$ cat src/rtl/sig_rom_arbiter_if.sv
// Bundle of request, result and ROM-side signals shared between the sigmoid
// ROM arbiter (slave side) and the layer of neurons plus the ROM (master side).
interface sig_rom_arbiter_if #(
  parameter int NUM_REQ   = 4,
  parameter int inWidth   = 10,
  parameter int dataWidth = 16,
  parameter int IDX_W     = $clog2(NUM_REQ)
);

  logic [NUM_REQ-1:0]         req;
  logic [NUM_REQ*inWidth-1:0] x_bus;
  logic [inWidth-1:0]         rom_x;
  logic [dataWidth-1:0]       rom_out;
  logic [NUM_REQ-1:0]         ack;
  logic [dataWidth-1:0]       out;
  logic [IDX_W-1:0]           out_idx;
  logic                       busy;

  modport slave (
    input  req,
    input  x_bus,
    input  rom_out,
    output rom_x,
    output ack,
    output out,
    output out_idx,
    output busy
  );

  modport master (
    output req,
    output x_bus,
    output rom_out,
    input  rom_x,
    input  ack,
    input  out,
    input  out_idx,
    input  busy
  );

endinterface

$ cat src/rtl/sig_rom_arbiter.sv
// Round-robin arbiter sharing one registered-address sigmoid ROM among the
// neurons of a layer. One lookup issues per cycle; each result returns two
// edges after its grant as a one-cycle one-hot ack on the shared result bus.
module sig_rom_arbiter #(
  parameter int NUM_REQ   = 4,
  parameter int inWidth   = 10,
  parameter int dataWidth = 16,
  parameter int IDX_W     = $clog2(NUM_REQ)
) (
  input logic              clk,
  input logic              rst_n,
  sig_rom_arbiter_if.slave bus
);

  localparam logic [NUM_REQ-1:0] LP_ONE = NUM_REQ'(1);

  logic [NUM_REQ-1:0]   w_eligible;
  logic                 w_grantValid;
  logic [IDX_W-1:0]     w_grantIdx;
  logic [inWidth-1:0]   w_grantX;
  logic [NUM_REQ-1:0]   w_setMask;
  int                   w_cand;

  logic [IDX_W-1:0]     r_rrPtr;
  logic [NUM_REQ-1:0]   r_inflight;
  logic [inWidth-1:0]   r_romX;
  logic                 r_s1Valid;
  logic [IDX_W-1:0]     r_s1Idx;
  logic                 r_s2Valid;
  logic [IDX_W-1:0]     r_s2Idx;
  logic [NUM_REQ-1:0]   r_ack;
  logic [dataWidth-1:0] r_out;
  logic [IDX_W-1:0]     r_outIdx;
  logic                 r_busy;

  // A requester whose lookup is still in the pipe cannot be granted again.
  assign w_eligible = bus.req & ~r_inflight;

  // Pick the first eligible requester starting at the round-robin pointer.
  always_comb begin
    w_grantValid = 1'b0;
    w_grantIdx   = '0;
    w_cand       = 0;
    for (int k = 0; k < NUM_REQ; k++) begin
      w_cand = int'(r_rrPtr) + k;
      if (w_cand >= NUM_REQ) begin
        w_cand = w_cand - NUM_REQ;
      end
      if (!w_grantValid && w_eligible[IDX_W'(w_cand)]) begin
        w_grantValid = 1'b1;
        w_grantIdx   = IDX_W'(w_cand);
      end
    end
  end

  // Select the granted requester's input and build its inflight set bit.
  always_comb begin
    w_grantX  = '0;
    w_setMask = '0;
    for (int i = 0; i < NUM_REQ; i++) begin
      if (w_grantIdx == IDX_W'(i)) begin
        w_grantX = bus.x_bus[i*inWidth +: inWidth];
      end
    end
    if (w_grantValid) begin
      w_setMask = LP_ONE << w_grantIdx;
    end
  end

  // Issue stage: drive the ROM address, advance the pointer, track inflight.
  // An ack clears its inflight bit and wins over a simultaneous set.
  always_ff @(posedge clk or negedge rst_n) begin
    if (!rst_n) begin
      r_romX     <= '0;
      r_s1Valid  <= 1'b0;
      r_s1Idx    <= '0;
      r_rrPtr    <= '0;
      r_inflight <= '0;
    end else begin
      r_s1Valid  <= w_grantValid;
      r_inflight <= (r_inflight | w_setMask) & ~r_ack;
      if (w_grantValid) begin
        r_romX  <= w_grantX;
        r_s1Idx <= w_grantIdx;
        if (w_grantIdx == IDX_W'(NUM_REQ - 1)) begin
          r_rrPtr <= '0;
        end else begin
          r_rrPtr <= w_grantIdx + 1'b1;
        end
      end
    end
  end

  // Second stage tracks the lookup while the ROM registers its address;
  // busy is the registered "something is in stage 1 or stage 2" flag.
  always_ff @(posedge clk or negedge rst_n) begin
    if (!rst_n) begin
      r_s2Valid <= 1'b0;
      r_s2Idx   <= '0;
      r_busy    <= 1'b0;
    end else begin
      r_s2Valid <= r_s1Valid;
      r_s2Idx   <= r_s1Idx;
      r_busy    <= w_grantValid | r_s1Valid;
    end
  end

  // Result stage: capture ROM data and pulse the ack of the owning requester.
  always_ff @(posedge clk or negedge rst_n) begin
    if (!rst_n) begin
      r_out    <= '0;
      r_outIdx <= '0;
      r_ack    <= '0;
    end else if (r_s2Valid) begin
      r_out    <= bus.rom_out;
      r_outIdx <= r_s2Idx;
      r_ack    <= LP_ONE << r_s2Idx;
    end else begin
      r_ack    <= '0;
    end
  end

  assign bus.rom_x   = r_romX;
  assign bus.ack     = r_ack;
  assign bus.out     = r_out;
  assign bus.out_idx = r_outIdx;
  assign bus.busy    = r_busy;

endmodule

$ cat src/flat_wrapper.sv
// flat-port wrapper written by rule: the top's interface ports become plain ports
module sig_rom_arbiter_flat 
#(
  parameter int NUM_REQ   = 4,
  parameter int inWidth   = 10,
  parameter int dataWidth = 16,
  parameter int IDX_W     = $clog2(NUM_REQ)
)
  (clk, rst_n, bus_req, bus_x_bus, bus_rom_out, bus_rom_x, bus_ack, bus_out, bus_out_idx, bus_busy);
  sig_rom_arbiter_if #(.NUM_REQ(NUM_REQ), .inWidth(inWidth), .dataWidth(dataWidth), .IDX_W(IDX_W)) bus_i ();
  input logic clk;
  input logic rst_n;
  input wire logic [$bits(bus_i.req)-1:0] bus_req;
  input wire logic [$bits(bus_i.x_bus)-1:0] bus_x_bus;
  input wire logic [$bits(bus_i.rom_out)-1:0] bus_rom_out;
  output wire logic [$bits(bus_i.rom_x)-1:0] bus_rom_x;
  output wire logic [$bits(bus_i.ack)-1:0] bus_ack;
  output wire logic [$bits(bus_i.out)-1:0] bus_out;
  output wire logic [$bits(bus_i.out_idx)-1:0] bus_out_idx;
  output wire logic [$bits(bus_i.busy)-1:0] bus_busy;
  assign bus_i.req = bus_req;
  assign bus_i.x_bus = bus_x_bus;
  assign bus_i.rom_out = bus_rom_out;
  assign bus_rom_x = bus_i.rom_x;
  assign bus_ack = bus_i.ack;
  assign bus_out = bus_i.out;
  assign bus_out_idx = bus_i.out_idx;
  assign bus_busy = bus_i.busy;
  sig_rom_arbiter #(.NUM_REQ(NUM_REQ), .inWidth(inWidth), .dataWidth(dataWidth), .IDX_W(IDX_W)) u_core (.clk(clk), .rst_n(rst_n), .bus(bus_i));
endmodule
$ cat config.mk
export PLATFORM = sky130hd
export DESIGN_NAME = sig_rom_arbiter_flat
export DESIGN_NICKNAME = d
export VERILOG_FILES = /design/src/rtl/sig_rom_arbiter_if.sv /design/src/rtl/sig_rom_arbiter.sv /design/src/flat_wrapper.sv
export SDC_FILE = /design/constraint.sdc
export NUM_CORES = 1
export LEC_CHECK = 0
export ABC_CLOCK_PERIOD_IN_PS = 3900
export CAP_MARGIN = 25
export CELL_PAD_IN_SITES_DETAIL_PLACEMENT = 1
export CELL_PAD_IN_SITES_GLOBAL_PLACEMENT = 1
export CORE_AREA = 2 2 81 83
export CTS_BUF_LIST = sky130_fd_sc_hd__clkbuf_8
export DETAILED_ROUTE_END_ITERATION = 10
export DIE_AREA = 0 0 83 85
export PLACE_DENSITY_LB_ADDON = 0.1
export SETUP_SLACK_MARGIN = 0.5
export SLEW_MARGIN = 20
export SYNTH_ARGS = -nofsm -noshare
export SYNTH_HDL_FRONTEND = slang
export SYNTH_SLANG_ARGS = --single-unit
$ cat constraint.sdc
create_clock -name clk -period 3.9 [get_ports clk]
set_input_delay 0.585 -clock clk [delete_from_list [all_inputs] [get_ports clk]]
set_output_delay 0.585 -clock clk [all_outputs]
set_load 0.02 [all_outputs]
Word level (Yosys, flattened, before mapping)
Cells that the tools add are included.

Flip-flop bits (word level): 45. Input port bits: 62. Logic and storage cells: 76.

$add $sub $neg: 8. Magnitude comparators: 8. Equal/unequal tests: 3. Shift operators: 2. Muxes and demuxes: 31. Bitwise gates (word level): 6. Reduce and logical (&&, ||, !) cells: 7.

Operator list (number): 2-to-1 mux 10 bit (4); 2-to-1 mux 2 bit (9); less-than comparator 2 x 4 -> 1 bit, second input constant (4); 2-to-1 mux 1 bit (12); >= comparator 3 bit, second input constant (3); bitwise AND 4 bit (2); binary-select mux 1 bit (select 2 bit) (4); 2-to-1 mux 4 bit (2); NOT 4 bit (2); << shifter 1 x 2 -> 4 bit, first input constant (2); subtractor 2 x 1 -> 2 bit, second input constant (4); adder 2 x 2 -> 3 bit, second input constant (2); == test 2 bit, second input constant (2); bitwise OR 4 bit (1); adder 2 x 1 -> 3 bit, second input constant (1); >= comparator 2 x 3 -> 1 bit, second input constant (1); logical AND 1 bit (3); zero test 1 bit (3); adder 2 x 1 -> 2 bit, second input constant (1); == test 2 x 1 -> 1 bit, second input constant (1); zero test 2 bit (1); bitwise OR 1 bit (1).

Longest topological paths before layout
Gate-level depths: netlist (run 1).

Word-level depth: 20. Depth in mapped cells: 10. Gate-level depth less buffers: 9.

Least setup slack after synthesis (run 1)
No wires, ideal clock.

Path type: input-to-reg. From: in bus_req[2]. To: reg u_core.r_romX[4] (netlist: u_core.bus.rom_x[4]). Setup time: 0.082 ns. Data arrival time: 2.182 ns. Data required time: 3.818 ns. Setup slack: 1.636 ns. Cell stages on the path: 10. Buffers on the path: 1. Path through: nor2b_1 > mux2i_1 > o221ai_1 > inv_1 > ha_1 > nor2b_2 > buf_6 > a221oi_1 > a211o_1 > a31oi_1.

Longest elaborated chain between the ends: 19.

Ends and longest elaborated chain: start, declared (RTL line flat_wrapper.sv:13) `input wire logic [$bits(bus_i.req)-1:0] bus_req;`; bitwise AND 4 bit * (RTL line sig_rom_arbiter.sv:37) `assign w_eligible = bus.req & ~r_inflight;`; binary-select mux 1 bit (select 2 bit) (RTL line sig_rom_arbiter.sv:49) `if (!w_grantValid && w_eligible[IDX_W'(w_cand)]) begin`; 2-to-1 mux 1 bit (not written as such) (2 in a row) (RTL line sig_rom_arbiter.sv:49); 2-to-1 mux 1 bit (RTL line sig_rom_arbiter.sv:49); zero test 1 bit (RTL line sig_rom_arbiter.sv:49); logical AND 1 bit (RTL line sig_rom_arbiter.sv:49); 2-to-1 mux 1 bit (RTL line sig_rom_arbiter.sv:49); zero test 1 bit (RTL line sig_rom_arbiter.sv:49); logical AND 1 bit (RTL line sig_rom_arbiter.sv:49); 2-to-1 mux 1 bit (RTL line sig_rom_arbiter.sv:49); zero test 1 bit (RTL line sig_rom_arbiter.sv:49); logical AND 1 bit (RTL line sig_rom_arbiter.sv:49); 2-to-1 mux 2 bit * (RTL line sig_rom_arbiter.sv:49); via u_core.w_grantIdx[0] (RTL line sig_rom_arbiter.sv:19) `logic [IDX_W-1:0] w_grantIdx;`; zero test 2 bit (RTL line sig_rom_arbiter.sv:61) `if (w_grantIdx == IDX_W'(i)) begin`; 2-to-1 mux 10 bit (3 in a row) (RTL line sig_rom_arbiter.sv:61); 2-to-1 mux 10 bit * (RTL line sig_rom_arbiter.sv:61); end signal, assigned (RTL line sig_rom_arbiter.sv:83) `r_romX <= w_grantX;`; end, declared (RTL line sig_rom_arbiter.sv:26) `logic [inWidth-1:0] r_romX;`.

Mark *: on every way through the listed nets, which the timed path passes. The rest lies on a longest branch. The select of a mux whose other input is x is not followed. A chain may end at the register's enable or synchronous reset.

Final worst setup path (run 1)
From: in bus_req[2]. To: reg u_core.r_romX[0] (netlist: u_core.bus.rom_x[0]).

The elaborated chain is that of the path after synthesis.

==> impl_results.html, run 1 <==
<table>
<tr><th>Metric</th><th>Value</th></tr>
<tr><th colspan="2">Run status</th></tr>
<tr><td>Result of the run</td><td>complete, no violations</td></tr>
<tr><th colspan="2">STA</th></tr>
<tr><td>Final critical delay including setup and external delays</td><td>3.03 ns</td></tr>
<tr><td>Setup Skew</td><td>0.0106 ns</td></tr>
<tr><td>Max transition margin</td><td>45.4%</td></tr>
<tr><td>Fin. max-slew vios</td><td>0</td></tr>
<tr><td>Final setup violation count</td><td>0</td></tr>
<tr><td>Total Neg Setup Slack</td><td>0 ns</td></tr>
<tr><td>Endpoints failing hold</td><td>0</td></tr>
<tr><td>Fin Hold WS</td><td>about 0.22 ns</td></tr>
<tr><td>Period utilisation layout</td><td>77.7%</td></tr>
<tr><td>Maximum achievable frequency</td><td>approximately 0.33 GHz</td></tr>
<tr><td>Setup slack of the critical path after layout</td><td>around 0.87 ns</td></tr>
<tr><td>Worst-margin pin slew</td><td>0.819 ns</td></tr>
<tr><td>RSZ-0062 raised after global routing</td><td>no</td></tr>
<tr><th colspan="2">Logic synthesis</th></tr>
<tr><td>Avg Cell Area, Syn</td><td>11.2 sq um</td></tr>
<tr><td>Post-synthesis register bit count</td><td>between 40 and 50</td></tr>
<tr><td>Post-synth EDFFs</td><td>0</td></tr>
<tr><td>Number of nets produced by synthesis</td><td>249</td></tr>
<tr><td>Cell types with the largest area share after synthesis</td><td>sky130_fd_sc_hd__dfrtp_1 55%, sky130_fd_sc_hd__mux2_2 9.9%, sky130_fd_sc_hd__a211o_1 3.8%</td></tr>
<tr><td>Post-Syn Area</td><td>around 2100 sq um</td></tr>
<tr><td>Yosys synthesis warning count</td><td>0</td></tr>
<tr><td>Cell taking the most area after synthesis</td><td>sky130_fd_sc_hd__dfrtp_1</td></tr>
<tr><td>Top-area cell type share of the netlist area</td><td>a little over half</td></tr>
<tr><td>Flip-flop cell with the highest count after synthesis</td><td>sky130_fd_sc_hd__dfrtp_1</td></tr>
<tr><td>Sequential cell area fraction in the yosys report</td><td>54.9%</td></tr>
<tr><td>Post-synth top cells</td><td>45 x sky130_fd_sc_hd__dfrtp_1, 18 x sky130_fd_sc_hd__mux2_2, 15 x sky130_fd_sc_hd__inv_1, 15 x sky130_fd_sc_hd__nor2_1, 13 x sky130_fd_sc_hd__nand2_1</td></tr>
<tr><td>Async S/R FF share, synth</td><td>100%</td></tr>
<tr><td>Most frequently used cell type in the post-synthesis netlist</td><td>sky130_fd_sc_hd__dfrtp_1</td></tr>
<tr><td>Gate count of the mapped netlist</td><td>around 180</td></tr>
<tr><td>Library cells used by synthesis</td><td>30</td></tr>
<tr><th colspan="2">Drt</th></tr>
<tr><td>TritonRoute pass-1 iters</td><td>4</td></tr>
<tr><td>Via count</td><td>around 1800</td></tr>
<tr><td>Via density</td><td>about 5.0</td></tr>
<tr><td>Total detailed-routing wirelength</td><td>5490 um</td></tr>
<tr><td>Number of remaining DRC errors</td><td>0</td></tr>
<tr><td>Routed wire per std cell</td><td>15.5 um</td></tr>
<tr><td>Remaining antenna violation count after routing</td><td>0</td></tr>
<tr><td>Initial DRC Count</td><td>49</td></tr>
<tr><th colspan="2">Placed design</th></tr>
<tr><td>DP Cell Count</td><td>346</td></tr>
<tr><td>Cell area reported after detailed placement</td><td>3060 sq um</td></tr>
<tr><td>Gp weighted congestion</td><td>about 0.74</td></tr>
<tr><td>Count of buffers from port buffering</td><td>94</td></tr>
<tr><td>Post-placement setup slack</td><td>between 0.4 and 0.5 ns</td></tr>
<tr><td>Half-perimeter wire length after detailed placement</td><td>around 4100 um</td></tr>
<tr><th colspan="2">Power and ir drop</th></tr>
<tr><td>Proportion of power drawn by flip-flops and latches</td><td>about a third</td></tr>
<tr><td>Logic pwr share</td><td>52.4%</td></tr>
<tr><td>Power per cell area</td><td>792 nW/um^2</td></tr>
<tr><td>Internal cell power</td><td>1.53 mW</td></tr>
<tr><td>Worst voltage drop across the vdd grid</td><td>0.347 mV</td></tr>
<tr><td>Standby leakage power</td><td>about 1.4 nW</td></tr>
<tr><td>Share of total power in the clock network</td><td>14.3%</td></tr>
<tr><td>Sw power</td><td>between 0.9 and 1 mW</td></tr>
<tr><td>Total power of the final layout</td><td>2.51 mW</td></tr>
<tr><td>Switching part of the total power</td><td>39.1%</td></tr>
<tr><th colspan="2">Critical path</th></tr>
<tr><td>Largest incremental delay on the critical path</td><td>0.47 ns</td></tr>
<tr><td>WS Path Type</td><td>in2reg</td></tr>
<tr><td>Total buffers and inverters traversed by the critical path</td><td>2</td></tr>
<tr><td>Top Family by Delay on Critical Path</td><td>compound AO/OA/AOI/OAI gates</td></tr>
<tr><td>Required time worst endpoint</td><td>approximately 4.1 ns</td></tr>
<tr><td>Endpoint type of the worst setup path</td><td>flip-flop</td></tr>
<tr><td>Cell at the slowest stage of the critical path</td><td>sky130_fd_sc_hd__clkdlybuf4s50_1</td></tr>
<tr><td>Data arrival, critical path</td><td>approximately 3.3 ns</td></tr>
<tr><td>Cell-by-cell trace of the critical path</td><td>clkdlybuf4s50_1 -&gt; nor2b_1 -&gt; mux2i_1 -&gt; o221ai_1 -&gt; inv_1 -&gt; ha_1 -&gt; nor2b_4 -&gt; a221oi_1 -&gt; a211o_1 -&gt; a31oi_1</td></tr>
<tr><td>Launch point of the critical path</td><td>bus_req[2]</td></tr>
<tr><td>Launching point of the worst reg2reg path</td><td>u_core.r_inflight[2]$_DFF_PN0_</td></tr>
<tr><td>Worst-path fanout max</td><td>13</td></tr>
<tr><td>Critical Path Start Type</td><td>primary input</td></tr>
<tr><th colspan="2">Floorplan</th></tr>
<tr><td>Die area</td><td>7060 sq um</td></tr>
<tr><td>Top-level port count</td><td>95</td></tr>
<tr><td>Die height</td><td>85 um</td></tr>
<tr><td>Die Wd</td><td>83 um</td></tr>
<tr><td>Floorplan core area</td><td>6200 sq um</td></tr>
<tr><td>Starting density of the core</td><td>33.1%</td></tr>
<tr><td># rows</td><td>29</td></tr>
<tr><th colspan="2">Global route</th></tr>
<tr><td>Maximum number of pins on one net before global-route repair</td><td>29</td></tr>
<tr><td>Wire length of the first global-routing pass</td><td>just under 10000 um</td></tr>
<tr><td>Vias in the first global route</td><td>1978</td></tr>
<tr><td>Total routing usage reported by global routing</td><td>17.0%</td></tr>
<tr><td>Initial antenna violation count</td><td>0</td></tr>
<tr><td>Total overflow reported by the global router</td><td>0</td></tr>
<tr><th colspan="2">Finish</th></tr>
<tr><td>Net count reported at finish</td><td>342</td></tr>
<tr><td>Growth of design area from synthesis to finish</td><td>54.8%</td></tr>
<tr><td>Layout cells sized above 1</td><td>11.2%</td></tr>
<tr><td>Number of antenna diodes</td><td>0</td></tr>
<tr><td>Filler Cells Inserted</td><td>666</td></tr>
<tr><td>Post-route insts no fill</td><td>around 350</td></tr>
<tr><td>Final instance area</td><td>3180 sq um</td></tr>
<tr><td>Post-layout util</td><td>51.2%</td></tr>
<tr><th colspan="2">CTS</th></tr>
<tr><td>Clock Tree Buf Depth</td><td>2</td></tr>
<tr><td>H-tree levels</td><td>2</td></tr>
<tr><td>Skew-Pair Late Insertion Delay</td><td>between 0.3 and 0.4 ns</td></tr>
<tr><td>CTS sink count</td><td>45</td></tr>
<tr><td>Number of buffers created by CTS</td><td>5</td></tr>
<tr><td>Cts hold-fix bufs</td><td>0</td></tr>
<tr><td>Clk root buf</td><td>sky130_fd_sc_hd__clkbuf_8</td></tr>
<tr><td>Clock-pin slew on the worst setup and hold paths</td><td>approximately 0.09 ns</td></tr>
<tr><td>CTS tree</td><td>built</td></tr>
<tr><th colspan="2">Flow run</th></tr>
<tr><td>Number of max-cap violations</td><td>0</td></tr>
<tr><th colspan="2">Hold path</th></tr>
<tr><td>Worst hold path class</td><td>in2async</td></tr>
</table>
-- routing by layer --
metal | vias to the layer above | track usage, % | wire length (um) | part of all wire [%]
li1 | 836 | - | - | -
met1 | 889 | 21.6 | 2370 | 43
met2 | 53 | 28.4 | 2760 | 50
met3 | 6 | 4.96 | 297 | 5.4
met4 | 0 | 4.92 | 70 | 1.3
met5 | - | 0 | 0 | 0
-- worst paths after layout --
check	endpoint	slack, ns	cells after the start
max	u_core.bus.rom_x[0]$_DFFE_PN0P_	0.87	10
min	u_core.bus.rom_x[3]$_DFFE_PN0P_	0.22	1
max reg2reg	u_core.bus.rom_x[0]$_DFFE_PN0P_	1.23	9
min reg2reg	u_core.r_s2Valid$_DFF_PN0_	0.38	0
max in group asynchronous	u_core.bus.out[5]$_DFFE_PN0P_	3.18	2
min in group clk	u_core.r_s2Valid$_DFF_PN0_	0.38	0
-- final cells by class --
type	count	area, sq um	area share (%)
well taps	77	96.3	3.03
clock inverters	3	42.5	1.34
inverters	15	56.3	1.77
multi-input cells	113	822	25.9
flip-flops and latches	45	1130	35.5
repair buffers	96	963	30.3
clock buffers	5	68.8	2.17
-- cells in the final DEF (no fill, tap or decap), types with 2 or more instances in the layout --
master	count
sky130_fd_sc_hd__nand2b_1	4
sky130_fd_sc_hd__and3b_1	2
sky130_fd_sc_hd__clkbuf_8	5
sky130_fd_sc_hd__dfrtp_1	45
sky130_fd_sc_hd__inv_1	16
sky130_fd_sc_hd__o221ai_1	2
sky130_fd_sc_hd__a221oi_1	9
sky130_fd_sc_hd__nand2_1	13
sky130_fd_sc_hd__a31oi_1	9
sky130_fd_sc_hd__a211o_1	9
sky130_fd_sc_hd__a21oi_1	7
sky130_fd_sc_hd__clkdlybuf4s50_1	93
sky130_fd_sc_hd__o21ai_0	6
sky130_fd_sc_hd__nor2b_1	3
sky130_fd_sc_hd__nor2_1	15
sky130_fd_sc_hd__mux2_2	18
sky130_fd_sc_hd__ha_1	4
-- registers in the layout, indices dropped and copies added (netlist names) --
name,cells
u_core.r_rrPtr,2
u_core.bus.ack,4
u_core.r_s2Valid,1
u_core.bus.busy,1
u_core.r_s2Idx,2
u_core.r_s1Valid,1
u_core.bus.out,16
u_core.r_s1Idx,2
u_core.r_inflight,4
u_core.bus.out_idx,2
u_core.bus.rom_x,10
-- power by group through the flow --
stage | Sequential (mW) | Combinational [mW] | Clock (mW)
detailed placement | 0.851 | 1.32 | 0
finish | 0.838 | 1.32 | 0.359
global placement | 0.844 | 1.30 | 0
floorplan | 0.970 | 0.680 | 0
global route | 0.878 | 1.45 | 0.390
CTS | 0.844 | 1.33 | 0.370
-- worst reg2reg max path: cells and delay by family (launching register included) --
kind	cells	cell delay, ns
multiplexers	1	0.15
flip-flops	1	0.41
adder cells (fa/ha/maj)	1	0.42
AO/OA/AOI/OAI	4	0.96
AND/OR/NAND/NOR	2	0.52
buffers and inverters	1	0.12
-- repair_timing --
item	4_1_cts	5_1_grt
setup buffers	0	0
setup endpoints to repair	0	1
gates resized for setup	0	1
-- logic make-up after synthesis --
family,after synthesis,synth area share (%)
AO/OA/AOI/OAI,46,15.9
flip-flops,45,54.9
AND/OR/NAND/NOR,44,11.2
buffers and inverters,25,5.30
multiplexers,19,10.4
adder cells (fa/ha/maj),4,2.44
No activity file was read; power rests on OpenSTA's default activity.
==> run 2: changes to the inputs <==
ABC_CLOCK_PERIOD_IN_PS = 3000   (was 3900)
CORE_AREA = 2 2 84 86   (was 2 2 81 83)
DIE_AREA = 0 0 86 88   (was 0 0 83 85)
clock period = 3 ns   (was 3.9 ns; I/O delays follow)
==> run 2 against run 1 <==
  * Critical endpoint is now u_core.bus.rom_x[6]$_DFFE_PN0P_
  * Sequential power rose by 31%
  * Global-route usage fell by 0.80 points
  * Die area rose by 7.3%
  * Highest routed layer unchanged
  * Setup slack got worse by 0.27 ns
  * Critical path depth did not move
  * Clock skew fell by 0.0041 ns
==> impl_results.html, run 2 (synthesis gave the netlist of run 1 again) <==
<table>
<tr><th>Metric</th><th>Value</th></tr>
<tr><th colspan="2">Run status</th></tr>
<tr><td>Result of the run</td><td>complete, no violations</td></tr>
<tr><th colspan="2">CTS</th></tr>
<tr><td>Number of buffers created by CTS</td><td>5</td></tr>
<tr><td>CTS sink count</td><td>45</td></tr>
<tr><td>Clock-pin slew on the worst setup and hold paths</td><td>0.09 ns</td></tr>
<tr><td>Clock Tree Buf Depth</td><td>2</td></tr>
<tr><td>Cts hold-fix bufs</td><td>0</td></tr>
<tr><td>Skew-Pair Late Insertion Delay</td><td>~0.30 ns</td></tr>
<tr><td>Clk root buf</td><td>sky130_fd_sc_hd__clkbuf_8</td></tr>
<tr><td>CTS tree</td><td>built</td></tr>
<tr><td>H-tree levels</td><td>2</td></tr>
<tr><th colspan="2">Drt</th></tr>
<tr><td>TritonRoute pass-1 iters</td><td>4</td></tr>
<tr><td>Routed wire per std cell</td><td>16.2 um</td></tr>
<tr><td>Remaining antenna violation count after routing</td><td>0</td></tr>
<tr><td>Total detailed-routing wirelength</td><td>roughly 5900 um</td></tr>
<tr><td>Via count</td><td>around 1800</td></tr>
<tr><td>Initial DRC Count</td><td>56</td></tr>
<tr><td>Via density</td><td>4.89</td></tr>
<tr><td>Number of remaining DRC errors</td><td>0</td></tr>
<tr><th colspan="2">Placed design</th></tr>
<tr><td>DP Cell Count</td><td>352</td></tr>
<tr><td>Count of buffers from port buffering</td><td>94</td></tr>
<tr><td>Gp weighted congestion</td><td>~0.77</td></tr>
<tr><td>Half-perimeter wire length after detailed placement</td><td>4290 um</td></tr>
<tr><th colspan="2">Critical path</th></tr>
<tr><td>Worst-case reg-to-reg path depth</td><td>8</td></tr>
<tr><td>Required time worst endpoint</td><td>between 3 and 4 ns</td></tr>
<tr><td>WS Path Type</td><td>in2reg</td></tr>
<tr><td>Data arrival, critical path</td><td>2.62 ns</td></tr>
<tr><td>Worst-path fanout max</td><td>5</td></tr>
<tr><td>Critical Path Start Type</td><td>primary input</td></tr>
<tr><td>Endpoint type of the worst setup path</td><td>flip-flop</td></tr>
<tr><th colspan="2">Floorplan</th></tr>
<tr><td>Die area</td><td>7570 sq um</td></tr>
<tr><td>Floorplan core area</td><td>6640 sq um</td></tr>
<tr><td>Die height</td><td>around 88 um</td></tr>
<tr><td>Die Wd</td><td>86 um</td></tr>
<tr><td>Starting density of the core</td><td>30.9%</td></tr>
<tr><td>Top-level port count</td><td>between 90 and 100</td></tr>
<tr><td># rows</td><td>30</td></tr>
<tr><th colspan="2">Global route</th></tr>
<tr><td>Wire length of the first global-routing pass</td><td>~9400 um</td></tr>
<tr><td>Total overflow reported by the global router</td><td>0</td></tr>
<tr><td>Initial antenna violation count</td><td>0</td></tr>
<tr><td>Maximum number of pins on one net before global-route repair</td><td>29</td></tr>
<tr><td>Total routing usage reported by global routing</td><td>16.2%</td></tr>
<tr><td>Vias in the first global route</td><td>1882</td></tr>
<tr><th colspan="2">STA</th></tr>
<tr><td>Max transition margin</td><td>44.9%</td></tr>
<tr><td>Final setup violation count</td><td>0</td></tr>
<tr><td>Final critical delay including setup and external delays</td><td>~2.4 ns</td></tr>
<tr><td>Period utilisation layout</td><td>80.1%</td></tr>
<tr><td>Setup Skew</td><td>0.00648 ns</td></tr>
<tr><td>Endpoints failing hold</td><td>0</td></tr>
<tr><td>Fin. max-slew vios</td><td>0</td></tr>
<tr><td>Maximum achievable frequency</td><td>0.416 GHz</td></tr>
<tr><td>RSZ-0062 raised after global routing</td><td>no</td></tr>
<tr><td>Total Neg Setup Slack</td><td>0 ns</td></tr>
<tr><td>Worst-margin pin slew</td><td>about 0.83 ns</td></tr>
<tr><th colspan="2">Finish</th></tr>
<tr><td>Commonest non-fill, non-tap cells in the layout</td><td>93 x sky130_fd_sc_hd__clkdlybuf4s50_1, 45 x sky130_fd_sc_hd__dfrtp_1, 18 x sky130_fd_sc_hd__mux2_2, 15 x sky130_fd_sc_hd__inv_1, 15 x sky130_fd_sc_hd__nor2_1</td></tr>
<tr><td>Most common library cell in the layout ignoring fill and taps</td><td>sky130_fd_sc_hd__clkdlybuf4s50_1</td></tr>
<tr><td>Net count reported at finish</td><td>roughly 350</td></tr>
<tr><td>Filler Cells Inserted</td><td>between 700 and 800</td></tr>
<tr><td>Flip-flop count of the largest register after layout</td><td>16</td></tr>
<tr><td>Post-route insts no fill</td><td>362</td></tr>
<tr><td>Growth of design area from synthesis to finish</td><td>62.1%</td></tr>
<tr><td>Number of antenna diodes</td><td>0</td></tr>
<tr><td>Layout cells sized above 1</td><td>about 16%</td></tr>
<tr><th colspan="2">Power and ir drop</th></tr>
<tr><td>Proportion of power drawn by flip-flops and latches</td><td>a little under a third</td></tr>
<tr><td>Share of total power in the clock network</td><td>between 10% and 20%</td></tr>
<tr><td>Logic pwr share</td><td>53.5%</td></tr>
<tr><td>Standby leakage power</td><td>1.41 nW</td></tr>
<tr><td>Internal cell power</td><td>2.20 mW</td></tr>
<tr><td>Sw power</td><td>approximately 1.4 mW</td></tr>
<tr><td>Worst voltage drop across the vdd grid</td><td>0.469 mV</td></tr>
<tr><td>Switching part of the total power</td><td>38.6%</td></tr>
<tr><td>Power per cell area</td><td>roughly 1100 nW/um^2</td></tr>
<tr><th colspan="2">Hold path</th></tr>
<tr><td>Worst hold path class</td><td>in2async</td></tr>
<tr><th colspan="2">Flow run</th></tr>
<tr><td>Number of max-cap violations</td><td>0</td></tr>
</table>
run 2: path summary, 6_finish.rpt:
path | slack, ns | from | to
max in group asynchronous | 2.37 | rst_n | u_core.bus.out[14]$_DFFE_PN0P_
worst min-delay path | 0.11 | rst_n | u_core.r_inflight[1]$_DFF_PN0_
min in group clk | 0.38 | u_core.r_s1Valid$_DFF_PN0_ | u_core.r_s2Valid$_DFF_PN0_
worst min register to register | 0.38 | u_core.r_s1Valid$_DFF_PN0_ | u_core.r_s2Valid$_DFF_PN0_
worst max-delay path | 0.60 | bus_req[0] | u_core.bus.rom_x[6]$_DFFE_PN0P_
worst max register to register | 0.75 | u_core.r_inflight[2]$_DFF_PN0_ | u_core.bus.rom_x[6]$_DFFE_PN0P_
run 2: timing repair:
| item | 4_1_cts | 5_1_grt |
|---|---|---|
| gates resized for setup | 5 | 11 |
| pin swaps | 1 | 0 |
| setup buffers | 1 | 0 |
| cloned | 1 | 0 |
| setup endpoints to repair | 11 | 10 |
run 2: per-layer routing:
| metal | GRT usage [%] | part of all wire (%) | vias up |
|---|---|---|---|
| met3 | 4.81 | 4.6 | 5 |
| li1 | - | - | 841 |
| met4 | 3.46 | 0.78 | 0 |
| met2 | 29.0 | 53 | 42 |
| met5 | 0 | 0 | - |
| met1 | 19.4 | 41 | 883 |
run 2: critical path, stage by stage:
cell,delay (ns)
sky130_fd_sc_hd__clkdlybuf4s50_1,0.50
sky130_fd_sc_hd__nor2b_2,0.16
sky130_fd_sc_hd__mux2i_1,0.10
sky130_fd_sc_hd__o221ai_2,0.23
sky130_fd_sc_hd__buf_4,0.17
sky130_fd_sc_hd__ha_2,0.20
sky130_fd_sc_hd__nor2b_4,0.22
sky130_fd_sc_hd__a221oi_1,0.10
sky130_fd_sc_hd__a211o_1,0.29
sky130_fd_sc_hd__a31oi_1,0.18
run 2: cell type report:
cell class | count | area (sq um) | share of cell area, %
Clock buffer | 5 | 68.8 | 2.07
Sequential cell | 45 | 1130 | 33.8
Inverter | 15 | 56.3 | 1.69
Timing Repair Buffer | 100 | 1010 | 30.2
Multi-Input combinational cell | 114 | 901 | 27.1
Clock inverter | 3 | 68.8 | 2.07
Tap cell | 80 | 100 | 3.01
run 2: per-stage QoR:
step	instance area (sq um)	setup slack [ns]	util, %	total power [mW]	hold WS [ns]
5_1_grt	3330	0.497	50.1	3.83	0.128
6_report	3330	0.596	50.1	3.58	0.111
3_5_place_dp	3100	-0.107	46.6	2.90	0.358
4_1_cts	3280	0.500	49.4	3.56	0.130
3_3_place_gp	3080	-0.00621	46.3	2.85	0.350
2_1_floorplan	2050	0.871	-	2.15	0.154
run 2: power groups by stage:
stage          Combinational (mW)  Sequential [mW]  Clock, mW
3_3_place_gp                 1.75             1.10          0
4_1_cts                      1.88             1.11      0.570
6_report                     1.91             1.10      0.561
5_1_grt                      2.08             1.15      0.597
2_1_floorplan               0.884             1.26          0
3_5_place_dp                 1.79             1.11          0
==> run 3: changes to the inputs <==
ABC_CLOCK_PERIOD_IN_PS = 2280   (was 3000)
clock period = 2.28 ns   (was 3 ns; I/O delays follow)
==> run 3 against run 2 <==
  * Worst hold slack gained 0.0048 ns
  * Sequential power grew 26%
  * Sequential share of layout area shrank 1.4 points
  * Cell area grew 4.3%
  * Largest cell class is now non-clock buffers
  * Sequential cell count is the same
  * Critical path depth shrank 1
==> impl_results.html, run 3 (synthesis gave the netlist of run 1 again) <==
<table>
<tr><th>Metric</th><th>Value</th></tr>
<tr><th colspan="2">STA</th></tr>
<tr><td>Setup slack of the critical path after layout</td><td>0.189 ns</td></tr>
<tr><td>Fin. max-slew vios</td><td>0</td></tr>
<tr><td>Final setup violation count</td><td>0</td></tr>
<tr><td>RSZ-0062 raised after global routing</td><td>yes</td></tr>
<tr><td>Total Neg Setup Slack</td><td>0 ns</td></tr>
<tr><td>Period utilisation layout</td><td>91.7%</td></tr>
<tr><td>Maximum achievable frequency</td><td>between 0.4 and 0.5 GHz</td></tr>
<tr><td>Final critical delay including setup and external delays</td><td>2.09 ns</td></tr>
<tr><td>Max transition margin</td><td>60.1%</td></tr>
<tr><td>Endpoints failing hold</td><td>0</td></tr>
<tr><td>Setup Skew</td><td>0.00575 ns</td></tr>
<tr><td>Worst-margin pin slew</td><td>0.599 ns</td></tr>
<tr><th colspan="2">Critical path</th></tr>
<tr><td>Data arrival, critical path</td><td>2.31 ns</td></tr>
<tr><td>Launching point of the worst reg2reg path</td><td>u_core.r_inflight[0]$_DFF_PN0_</td></tr>
<tr><td>Critical Path Start Type</td><td>flip-flop</td></tr>
<tr><td>Endpoint type of the worst setup path</td><td>flip-flop</td></tr>
<tr><td>Crit Reg-Reg Endpoint</td><td>u_core.bus.rom_x[3]$_DFFE_PN0P_</td></tr>
<tr><td>Worst-case reg-to-reg path depth</td><td>9</td></tr>
<tr><td>Required time worst endpoint</td><td>2.50 ns</td></tr>
<tr><td>R2r setup slk</td><td>0.19 ns</td></tr>
<tr><td>WS Path Type</td><td>reg2reg</td></tr>
<tr><td>Worst-path fanout max</td><td>5</td></tr>
<tr><th colspan="2">Floorplan</th></tr>
<tr><td>Die Wd</td><td>86 um</td></tr>
<tr><td>Die area</td><td>7570 sq um</td></tr>
<tr><td>Die height</td><td>88 um</td></tr>
<tr><td>Top-level port count</td><td>95</td></tr>
<tr><td>Floorplan core area</td><td>about 6600 sq um</td></tr>
<tr><td># rows</td><td>30</td></tr>
<tr><td>Starting density of the core</td><td>just over 30%</td></tr>
<tr><th colspan="2">Global route</th></tr>
<tr><td>Maximum number of pins on one net before global-route repair</td><td>46</td></tr>
<tr><td>Vias in the first global route</td><td>1907</td></tr>
<tr><td>Total routing usage reported by global routing</td><td>between 10% and 20%</td></tr>
<tr><td>Total overflow reported by the global router</td><td>0</td></tr>
<tr><td>Wire length of the first global-routing pass</td><td>9280 um</td></tr>
<tr><td>Initial antenna violation count</td><td>0</td></tr>
<tr><th colspan="2">CTS</th></tr>
<tr><td>Number of buffers created by CTS</td><td>5</td></tr>
<tr><td>Skew-Pair Late Insertion Delay</td><td>roughly 0.30 ns</td></tr>
<tr><td>CTS sink count</td><td>45</td></tr>
<tr><td>CTS tree</td><td>built</td></tr>
<tr><td>Cts hold-fix bufs</td><td>0</td></tr>
<tr><td>Clock Tree Buf Depth</td><td>2</td></tr>
<tr><td>H-tree levels</td><td>2</td></tr>
<tr><td>Clock-pin slew on the worst setup and hold paths</td><td>0.09 ns</td></tr>
<tr><td>Clk root buf</td><td>sky130_fd_sc_hd__clkbuf_8</td></tr>
<tr><th colspan="2">Run status</th></tr>
<tr><td>Result of the run</td><td>complete, no violations</td></tr>
<tr><th colspan="2">Drt</th></tr>
<tr><td>TritonRoute pass-1 iters</td><td>4</td></tr>
<tr><td>Remaining antenna violation count after routing</td><td>0</td></tr>
<tr><td>Initial DRC Count</td><td>61</td></tr>
<tr><td>Number of remaining DRC errors</td><td>0</td></tr>
<tr><td>Total detailed-routing wirelength</td><td>5950 um</td></tr>
<tr><td>Via count</td><td>1800</td></tr>
<tr><td>Routed wire per std cell</td><td>15.8 um</td></tr>
<tr><td>Via density</td><td>4.77</td></tr>
<tr><th colspan="2">Finish</th></tr>
<tr><td>Layout cells sized above 1</td><td>26.6%</td></tr>
<tr><td>Final instance area</td><td>roughly 3500 sq um</td></tr>
<tr><td>Post-layout util</td><td>52.2%</td></tr>
<tr><td>Number of antenna diodes</td><td>0</td></tr>
<tr><td>Total area of multi-input combinational cells</td><td>around 970 sq um</td></tr>
<tr><td>Growth of design area from synthesis to finish</td><td>69.1%</td></tr>
<tr><td>FF/Latch Area</td><td>1130 sq um</td></tr>
<tr><td>Filler Cells Inserted</td><td>723</td></tr>
<tr><td>Net count reported at finish</td><td>between 300 and 400</td></tr>
<tr><td>Flip-flop count of the largest register after layout</td><td>16</td></tr>
<tr><td>Most common library cell in the layout ignoring fill and taps</td><td>sky130_fd_sc_hd__clkdlybuf4s50_1</td></tr>
<tr><td>Post-route insts no fill</td><td>377</td></tr>
<tr><td>Commonest non-fill, non-tap cells in the layout</td><td>90 x sky130_fd_sc_hd__clkdlybuf4s50_1, 45 x sky130_fd_sc_hd__dfrtp_1, 17 x sky130_fd_sc_hd__mux2_2, 17 x sky130_fd_sc_hd__buf_4, 15 x sky130_fd_sc_hd__nor2_1</td></tr>
<tr><th colspan="2">Placed design</th></tr>
<tr><td>Count of buffers from port buffering</td><td>94</td></tr>
<tr><td>Cell area reported after detailed placement</td><td>3220 sq um</td></tr>
<tr><td>Half-perimeter wire length after detailed placement</td><td>4240 um</td></tr>
<tr><td>Gp weighted congestion</td><td>0.788</td></tr>
<tr><td>Post-placement setup slack</td><td>-0.349 ns</td></tr>
<tr><td>DP Cell Count</td><td>364</td></tr>
<tr><th colspan="2">Power and ir drop</th></tr>
<tr><td>Power per cell area</td><td>1390 nW/um^2</td></tr>
<tr><td>Worst voltage drop across the vdd grid</td><td>about 0.57 mV</td></tr>
<tr><td>Standby leakage power</td><td>between 1.5 and 2 nW</td></tr>
<tr><th colspan="2">Hold path</th></tr>
<tr><td>Worst hold path class</td><td>in2async</td></tr>
<tr><th colspan="2">Flow run</th></tr>
<tr><td>Number of max-cap violations</td><td>0</td></tr>
</table>
run 3: cell types whose count changed in the layout (fill, tap and decap cells not counted), moves of 3 or more:
| cell | change |
|---|---|
| sky130_fd_sc_hd__a21oi_1 | -3 |
| sky130_fd_sc_hd__a21oi_2 | +3 |
| sky130_fd_sc_hd__a221oi_1 | -7 |
| sky130_fd_sc_hd__a221oi_2 | +7 |
| sky130_fd_sc_hd__buf_4 | +13 |
| sky130_fd_sc_hd__buf_6 | +3 |
| sky130_fd_sc_hd__clkdlybuf4s50_1 | -3 |
| sky130_fd_sc_hd__dlygate4sd2_1 | +3 |
run 3: layout make-up:
cell class	instances	area share, %
tap	80	2.88
sequential	45	32.4
clock inverter	3	0.397
inverter	15	1.62
clock buffer	5	1.98
multi-input combinational	113	28.0
timing repair buffer	116	32.7
run 3: worst max-delay path: stages, from the launching register on:
cell and delay [ns]:
sky130_fd_sc_hd__dfrtp_1 0.42, sky130_fd_sc_hd__and3b_2 0.28, sky130_fd_sc_hd__nor3_4 0.23, sky130_fd_sc_hd__o22ai_4 0.12, sky130_fd_sc_hd__ha_2 0.21, sky130_fd_sc_hd__nor2b_4 0.14, sky130_fd_sc_hd__buf_6 0.14, sky130_fd_sc_hd__a221oi_2 0.05
sky130_fd_sc_hd__a211o_1 0.25, sky130_fd_sc_hd__a31oi_1 0.17
run 3: repair_timing:
| action | CTS | global route |
|---|---|---|
| endpoints found under the setup margin | 14 | 14 |
| gates cloned | 1 | 0 |
| setup buffers | 2 | 2 |
| pin swaps | 8 | 9 |
| resized for setup | 21 | 16 |
run 3: layer usage:
layer	GRT usage, %	up-vias	part of all wire, %
li1	-	870	-
met1	19.7	886	42
met2	27.5	39	53
met3	4.71	5	4.0
met4	3.61	0	0.72
met5	0	-	0
run 3: power breakdown:
part / leakage (nW) / internal [mW] / switching (mW)
Clock: 0.0491 / 0.209 / 0.278
Sequential: 0.530 / 1.16 / 0.227
Combinational: 0.924 / 1.56 / 1.40
run 3: how the worst max path moves through the flow:
stage	startpoint	to	slack, ns	cells after the start
after floorplan	u_core.r_inflight[2]$_DFF_PN0_	u_core.bus.rom_x[4]$_DFFE_PN0P_	0.36	10
after global placement	bus_req[0]	u_core.bus.rom_x[7]$_DFFE_PN0P_	-0.31	10
after detailed placement	bus_req[0]	u_core.bus.rom_x[3]$_DFFE_PN0P_	-0.35	11
after CTS	u_core.r_inflight[0]$_DFF_PN0_	u_core.bus.rom_x[3]$_DFFE_PN0P_	0.17	9
after global routing	u_core.r_inflight[2]$_DFF_PN0_	u_core.bus.rom_x[0]$_DFFE_PN0P_	0.09	9
final	u_core.r_inflight[0]$_DFF_PN0_	u_core.bus.rom_x[3]$_DFFE_PN0P_	0.19	9
run 3: through the flow:
step	power [mW]	hold slack, ns
after global routing	5.18	0.158
after CTS	4.70	0.151
after floorplan	2.87	0.0464
after global placement	3.96	0.356
after detailed placement	4.00	0.369
final	4.83	0.116
